===== src/rtl/alu_pkg.sv =====
`default_nettype none
// ============================================================================
// Module   : alu_pkg
// Purpose  : Shared types for the 4-bit ALU command driver: opcode enum,
//            datapath width and the packed response record held in the
//            response FIFO.
// Ports    : none (package)
// Revision : 1.0 - initial release
// ============================================================================
package alu_pkg;

   localparam int ALU_W = 4;

   typedef enum logic [2:0] {
      OP_RST0 = 3'b000,
      OP_ADD  = 3'b001,
      OP_SUB  = 3'b010,
      OP_AND  = 3'b011,
      OP_OR   = 3'b100,
      OP_NOTA = 3'b101,
      OP_NOTB = 3'b110,
      OP_RST1 = 3'b111
   } alu_op_t;

   typedef struct packed {
      logic [ALU_W-1:0] result;
      logic             overflow;
   } alu_rsp_t;

endpackage
`default_nettype wire


===== src/rtl/alu_rsp_fifo.sv =====
`default_nettype none
// ============================================================================
// Module   : alu_rsp_fifo
// Purpose  : Synchronous FIFO of ALU responses (result + overflow flag).
//            Flush clears the pointers and occupancy and discards any push
//            or pop requested in the same cycle.
// Ports    : clk, rst_n (async active-low), flush, push/push_data,
//            pop/pop_data (head entry, valid when count != 0), count.
// Revision : 1.0 - initial release
// ============================================================================
module alu_rsp_fifo
   import alu_pkg::*;
#(
   parameter int DEPTH = 4
) (
   input  logic                     clk,
   input  logic                     rst_n,
   input  logic                     flush,
   input  logic                     push,
   input  alu_rsp_t                 push_data,
   input  logic                     pop,
   output alu_rsp_t                 pop_data,
   output logic [$clog2(DEPTH):0]   count
);

   localparam int PTR_W = $clog2(DEPTH);
   localparam int CNT_W = PTR_W + 1;

   alu_rsp_t             mem_q [DEPTH];
   logic [PTR_W-1:0]     wr_ptr_q, wr_ptr_d;
   logic [PTR_W-1:0]     rd_ptr_q, rd_ptr_d;
   logic [CNT_W-1:0]     count_q,  count_d;
   logic                 push_en;
   logic                 pop_en;

   assign push_en = push && !flush;
   assign pop_en  = pop  && !flush;

   // DEPTH is a power of two, so the pointers wrap naturally.
   always_comb begin
      wr_ptr_d = wr_ptr_q;
      rd_ptr_d = rd_ptr_q;
      count_d  = count_q;
      if (flush) begin
         wr_ptr_d = '0;
         rd_ptr_d = '0;
         count_d  = '0;
      end else begin
         if (push_en) wr_ptr_d = wr_ptr_q + PTR_W'(1);
         if (pop_en)  rd_ptr_d = rd_ptr_q + PTR_W'(1);
         case ({push_en, pop_en})
            2'b10:   count_d = count_q + CNT_W'(1);
            2'b01:   count_d = count_q - CNT_W'(1);
            default: count_d = count_q;
         endcase
      end
   end

   always_ff @(posedge clk or negedge rst_n) begin
      if (!rst_n) begin
         wr_ptr_q <= '0;
         rd_ptr_q <= '0;
         count_q  <= '0;
      end else begin
         wr_ptr_q <= wr_ptr_d;
         rd_ptr_q <= rd_ptr_d;
         count_q  <= count_d;
      end
   end

   // Storage needs no reset: nothing is visible until count is non-zero.
   always_ff @(posedge clk) begin
      if (push_en) mem_q[wr_ptr_q] <= push_data;
   end

   assign pop_data = mem_q[rd_ptr_q];
   assign count    = count_q;

`ifndef SYNTHESIS
   a_no_push_when_full: assert property (
      @(posedge clk) disable iff (!rst_n) !(push_en && count_q == CNT_W'(DEPTH)));
`endif

endmodule
`default_nettype wire


===== src/rtl/alu_cmd_driver.sv =====
`default_nettype none
// ============================================================================
// Module   : alu_cmd_driver
// Purpose  : Initiator front end for the 4-bit combinational ALU. Commands
//            accepted on a valid/ready stream are registered onto the ALU
//            inputs for one cycle; the ALU result and overflow flag are then
//            captured into a response FIFO drained by a valid/ready stream.
// Ports    : clk, rst_n (async active-low), flush (sync clear)
//            cmd_valid/cmd_ready/cmd_a/cmd_b/cmd_op  - command stream
//            alu_a/alu_b/alu_op, alu_result/alu_overflow - ALU hookup
//            rsp_valid/rsp_ready/rsp_result/rsp_overflow - response stream
//            fifo_count - response FIFO occupancy
//            stat_ops/stat_ovf - push / overflow counters (only when
//            ALU_DRIVER_STATS_EN is defined)
// Config   : `define ALU_DRIVER_STATS_EN to add the saturating statistics.
// Revision : 1.0 - initial release
// ============================================================================
module alu_cmd_driver
   import alu_pkg::*;
#(
   parameter int DATA_W = 4,   // must equal ALU_W
   parameter int DEPTH  = 4
) (
   input  logic                   clk,
   input  logic                   rst_n,
   input  logic                   flush,
   input  logic                   cmd_valid,
   output logic                   cmd_ready,
   input  logic [DATA_W-1:0]      cmd_a,
   input  logic [DATA_W-1:0]      cmd_b,
   input  logic [2:0]             cmd_op,
   output logic [DATA_W-1:0]      alu_a,
   output logic [DATA_W-1:0]      alu_b,
   output logic [2:0]             alu_op,
   input  logic [DATA_W-1:0]      alu_result,
   input  logic                   alu_overflow,
   output logic                   rsp_valid,
   input  logic                   rsp_ready,
   output logic [DATA_W-1:0]      rsp_result,
   output logic                   rsp_overflow,
   output logic [$clog2(DEPTH):0] fifo_count
`ifdef ALU_DRIVER_STATS_EN
   ,
   output logic [15:0]            stat_ops,
   output logic [7:0]             stat_ovf
`endif
);

   localparam int CNT_W = $clog2(DEPTH) + 1;

   typedef enum logic [0:0] {
      S_IDLE  = 1'b0,
      S_ISSUE = 1'b1
   } state_t;

   state_t              state_q, state_d;
   logic [DATA_W-1:0]   alu_a_q, alu_a_d;
   logic [DATA_W-1:0]   alu_b_q, alu_b_d;
   logic [2:0]          alu_op_q, alu_op_d;
   logic                accept;
   logic                push;
   logic                pop;
   logic [CNT_W-1:0]    occupancy;
   alu_rsp_t            push_data;
   alu_rsp_t            rsp_head;

   // The in-flight command already owns a FIFO slot, so it counts toward
   // occupancy; this is what guarantees a push never finds the FIFO full.
   assign occupancy = fifo_count + CNT_W'(state_q == S_ISSUE);
   assign cmd_ready = rst_n && !flush && (occupancy < CNT_W'(DEPTH));
   assign accept    = cmd_valid && cmd_ready;

   // Every ISSUE cycle ends with a capture of the ALU output.
   assign push      = (state_q == S_ISSUE);
   assign pop       = rsp_valid && rsp_ready;
   assign push_data = '{result: alu_result, overflow: alu_overflow};

   always_comb begin
      state_d  = state_q;
      alu_a_d  = alu_a_q;
      alu_b_d  = alu_b_q;
      alu_op_d = alu_op_q;
      if (flush) begin
         state_d = S_IDLE;
      end else if (accept) begin
         state_d  = S_ISSUE;
         alu_a_d  = cmd_a;
         alu_b_d  = cmd_b;
         alu_op_d = cmd_op;
      end else begin
         state_d = S_IDLE;
      end
   end

`ifdef ALU_DRIVER_STATS_EN
   logic [15:0] stat_ops_q, stat_ops_d;
   logic [7:0]  stat_ovf_q, stat_ovf_d;

   always_comb begin
      stat_ops_d = stat_ops_q;
      stat_ovf_d = stat_ovf_q;
      if (flush) begin
         stat_ops_d = '0;
         stat_ovf_d = '0;
      end else if (push) begin
         if (stat_ops_q != '1)                  stat_ops_d = stat_ops_q + 16'd1;
         if (alu_overflow && stat_ovf_q != '1)  stat_ovf_d = stat_ovf_q + 8'd1;
      end
   end

   assign stat_ops = stat_ops_q;
   assign stat_ovf = stat_ovf_q;
`endif

   always_ff @(posedge clk or negedge rst_n) begin
      if (!rst_n) begin
         state_q    <= S_IDLE;
         alu_a_q    <= '0;
         alu_b_q    <= '0;
         alu_op_q   <= OP_RST0;
`ifdef ALU_DRIVER_STATS_EN
         stat_ops_q <= '0;
         stat_ovf_q <= '0;
`endif
      end else begin
         state_q    <= state_d;
         alu_a_q    <= alu_a_d;
         alu_b_q    <= alu_b_d;
         alu_op_q   <= alu_op_d;
`ifdef ALU_DRIVER_STATS_EN
         stat_ops_q <= stat_ops_d;
         stat_ovf_q <= stat_ovf_d;
`endif
      end
   end

   assign alu_a  = alu_a_q;
   assign alu_b  = alu_b_q;
   assign alu_op = alu_op_q;

   alu_rsp_fifo #(
      .DEPTH (DEPTH)
   ) u_rsp_fifo (
      .clk       (clk),
      .rst_n     (rst_n),
      .flush     (flush),
      .push      (push),
      .push_data (push_data),
      .pop       (pop),
      .pop_data  (rsp_head),
      .count     (fifo_count)
   );

   assign rsp_valid    = (fifo_count != '0);
   assign rsp_result   = rsp_head.result;
   assign rsp_overflow = rsp_head.overflow;

endmodule
`default_nettype wire


===== config.mk =====
export PLATFORM = sky130hd
export DESIGN_NAME = alu_cmd_driver
export DESIGN_NICKNAME = d
export VERILOG_FILES = /design/src/rtl/alu_pkg.sv /design/src/rtl/alu_rsp_fifo.sv /design/src/rtl/alu_cmd_driver.sv
export SDC_FILE = /design/constraint.sdc
export NUM_CORES = 1
export LEC_CHECK = 0
export CELL_PAD_IN_SITES_DETAIL_PLACEMENT = 1
export CELL_PAD_IN_SITES_GLOBAL_PLACEMENT = 1
export CORE_UTILIZATION = 40
export CTS_CLUSTER_DIAMETER = 150
export DETAILED_ROUTE_END_ITERATION = 8
export PLACE_DENSITY = 0.88
export SETUP_SLACK_MARGIN = 0.3
export SYNTH_ARGS = -nofsm -noshare
export SYNTH_HDL_FRONTEND = slang
export SYNTH_HIERARCHICAL = 1
export SYNTH_SLANG_ARGS = --single-unit

===== constraint.sdc =====
create_clock -name clk -period 3 [get_ports clk]
set_input_delay 0.6 -clock clk [delete_from_list [all_inputs] [get_ports clk]]
set_output_delay 0.6 -clock clk [all_outputs]
set_load 0.02 [all_outputs]

==> summary.txt <==
Pwr
  • Comb pwr share: 0.343
  • Seq pwr share: 0.409
  • Worst vdd ir: 0.413 mV
  • Clk pwr share: 0.248
  • Switching Share: 0.299
  • P_sw: 536 uW
  • Leakage: 0.848 nW
  • Int Pwr: 1.26 mW
  • PwrDens: between 700 and 800 mW/mm2

Synthesis
  • Synth Flop Type: edfxtp_1
  • Top post-synthesis cells by count: 20 x edfxtp_1, 19 x dfrtp_1, 11 x mux2_2
  • Yosys cell types: 27
  • Most common cell in the netlist: edfxtp_1
  • Yosys top cell by area: edfxtp_1
  • Post-synth EDFFs: 20
  • Async set-or-reset flop fraction in the synthesized netlist: 0.487
  • Synth Net Count: 126
  • Post-Synthesis Cell Area: between 0.0015 and 0.002 mm2
  • Register area share after synthesis: 0.639
  • Synth area leaders: edfxtp_1 36%, dfrtp_1 28%, mux2_2 7.4%
  • Synthesis-stage register bit count: 39
  • Synthesized instance count: 100
  • Avg Inst Size Synth: 16.8 um2
  • Share of the synthesized area in the top cell type: 0.357
  • YS warnings: 6

Routing
  • Initial DRC count: 19
  • Post-DR wirelength/cell: between 15 and 20 um
  • Routed WL: 3320 um
  • Final ANT Viol Nets: 0
  • Initial DRT Pass Iterations: 3
  • Vias: roughly 960
  • DR DRC count: 0
  • Vias/cell: 4.89

Setup path
  • RR Endpoint: u_rsp_fifo/count[2]
  • FF-to-FF setup slack: 0.57 ns
  • Buf/Inv on CP: 2
  • Crit-path max cell delay: just over 0.6 ns
  • CP Max Fanout: 2
  • CP max stage cell: clkdlybuf4s50_1
  • Startpoint types: input port
  • Critical setup path kind: input port to output port
  • CP required: between 2 and 2.5 ns
  • Worst r2r src: u_rsp_fifo/count[0]
  • Critical path data arrival time: 1.98 ns
  • Worst Reg-to-Reg Cells: 7
  • Top Family by Delay on Critical Path: buffers and inverters
  • Crit path capture type: output port
  • Critical Path Most Common Cell: clkdlybuf4s50_1
  • Worst-path cell chain: clkdlybuf4s50_1 -> nand2b_1 -> a21oi_1 -> clkdlybuf4s50_1

Clocking
  • Clk Latency, worst-skew pair: 0.29 ns
  • Worst-path clk slew: about 0.070 ns
  • Number of gates resized after CTS: 0
  • Setup repair bufs after CTS: 0
  • CTS tree: built
  • Worst-case clock buffer depth: 2
  • Quantity of hold-fixing buffers added after cts: 0
  • CTS Sinks: 39
  • Root buffer cell: clkbuf_8
  • Num CTS Buffers: 5
  • CTS H-tree lvls: 2

STA
  • Hold WS: 0.510 ns
  • PnR worst setup slack: 0.416 ns
  • Actual slew at the worst max-slew pin: 0.620 ns
  • Final setup fails: 0
  • Final Skew: 0.00683 ns
  • Slew headroom: 0.586
  • Fmax: 387 MHz
  • Setup Total Neg Slack: 0 ns
  • RSZ-0062 raised after global routing: no
  • Fin crit share: 0.861
  • Final hold violation count: 0
  • Slew Limit Fails: 0
  • Min cycle time layout: ~2.6 ns

Floorplanning
  • Core Rows: 23
  • Die area: 0.00447 mm2
  • Core box area: approximately 0.0040 mm2
  • Die width: about 67 um
  • I/O pin count: 42
  • Die height: 66.9 um
  • Initial core utilization: 0.418

Final layout
  • Design area: 0.00224 mm2
  • Final #Nets: 171
  • Fillers: 399
  • Share of layout cells above drive strength 1: 0.226
  • Reg area: between 0.001 and 0.0015 mm2
  • Multi-input gate area: approximately 550 um2
  • Antenna diodes: 0
  • Area grow syn2layout: 33.4%

Place
  • RD Place Congestion: approximately 0.65
  • Port buffer count: 41
  • Area after DPL: 0.00213 mm2
  • DP HPWL: ~2600 um
  • Worst slack at placement: around 0.42 ns

Global route
  • Vias in the first global route: 1081
  • Total GRT Usage: 0.175
  • Met3 Use GR: 0.0497
  • Met1 Use GR: 0.189
  • First-pass GRT wire length: 5470 um
  • Total gr overflow: 0
  • Largest net degree at the start of global routing: 20
  • Top Usage Layer GRT: met2
  • Routing usage on met2: 0.319
  • Initial antenna violation count: 0

Min path
  • Hold depth: 1
  • Hold path startpoint: alu_b[1]
  • Worst Hold End: alu_b[1]
  • Worst min path class: register to register

Job
  • Max capacitance violation total: 0

Status
  • Status: completed
[per-stage QoR]
step / instances / utilization / power (mW)
after global routing: 196 / 0.557 / 1.88
after detailed placement: 188 / 0.528 / 1.37
after CTS: 196 / 0.557 / 1.82
final: 196 / 0.557 / 1.79
after floorplan: 100 / - / 1.09
after global placement: 188 / 0.528 / 1.34
[kinds of logic (layout without fill, tap and decap cells)]
family,after synthesis,after routing,share of synthesized area
AOI/OAI and AO/OA,4,4,0.0230
xor gates and xnor gates,5,5,0.0305
adders and majority gates,5,5,0.0416
buffers and inverters,8,54,0.0327
DFF,39,39,0.639
muxes,18,18,0.152
and+or+nand+nor,21,21,0.0803
[per-layer routing]
layer	part of all wire	wire, um
met4	0.0096	32
met2	0.56	1850
met5	0	0
met1	0.37	1220
met3	0.066	220
[state kept, by name, indices dropped and copies added, names as in the netlist]
signal               flops
alu_a                    4
alu_b                    4
alu_op                   3
push                     1
u_rsp_fifo/count         3
u_rsp_fifo/mem_q        20
u_rsp_fifo/rd_ptr_q      2
u_rsp_fifo/wr_ptr_q      2
[cell type report]
cell class / instances / share of cell area
Clock buffer: 6 / 0.0368
Clock inverter: 2 / 0.0156
Inverter: 3 / 0.00502
Multi-Input combinational cell: 53 / 0.246
Sequential cell: 39 / 0.479
Tap cell: 50 / 0.0279
Timing Repair Buffer: 43 / 0.190
[power by group through the flow]
stage          registers [mW]  clock network (mW)  logic, mW
2_1_floorplan           0.792                   0      0.299
3_3_place_gp            0.736                   0      0.601
3_5_place_dp            0.744                   0      0.622
4_1_cts                 0.735               0.454      0.625
5_1_grt                 0.748               0.476      0.656
6_report                0.732               0.444      0.615
[placed cells by master (no fill, tap or decap), drive strengths merged]
cell	n
clkbuf	6
nand2b	1
a31o	1
fa	1
a21oi	1
o21ai	1
clkdlybuf4s50	41
mux4	5
a211oi	1
clkinv	1
mux2i	2
nor3b	3
nor2	6
mux2	11
xnor2	3
nor3	1
xor2	2
dfrtp	19
nand2	1
buf	2
bufinv	1
edfxtp	20
nand4	1
and3b	1
ha	4
nor2b	1
or3	1
inv	3
and2	5
[how the worst max path moves through the flow]
stage                                       from  cells after the start  slack, ns                  end
after detailed placement                   rst_n                      4       0.42            cmd_ready
final                                      flush                      4       0.42            cmd_ready
after floorplan              u_rsp_fifo/count[0]                      7       0.56  u_rsp_fifo/count[2]
after CTS                 u_rsp_fifo/rd_ptr_q[0]                      2       0.38        rsp_result[2]
after global placement                     flush                      4       0.46            cmd_ready
after global routing      u_rsp_fifo/rd_ptr_q[0]                      2       0.32         rsp_overflow
No activity file was read; power rests on OpenSTA's default activity.
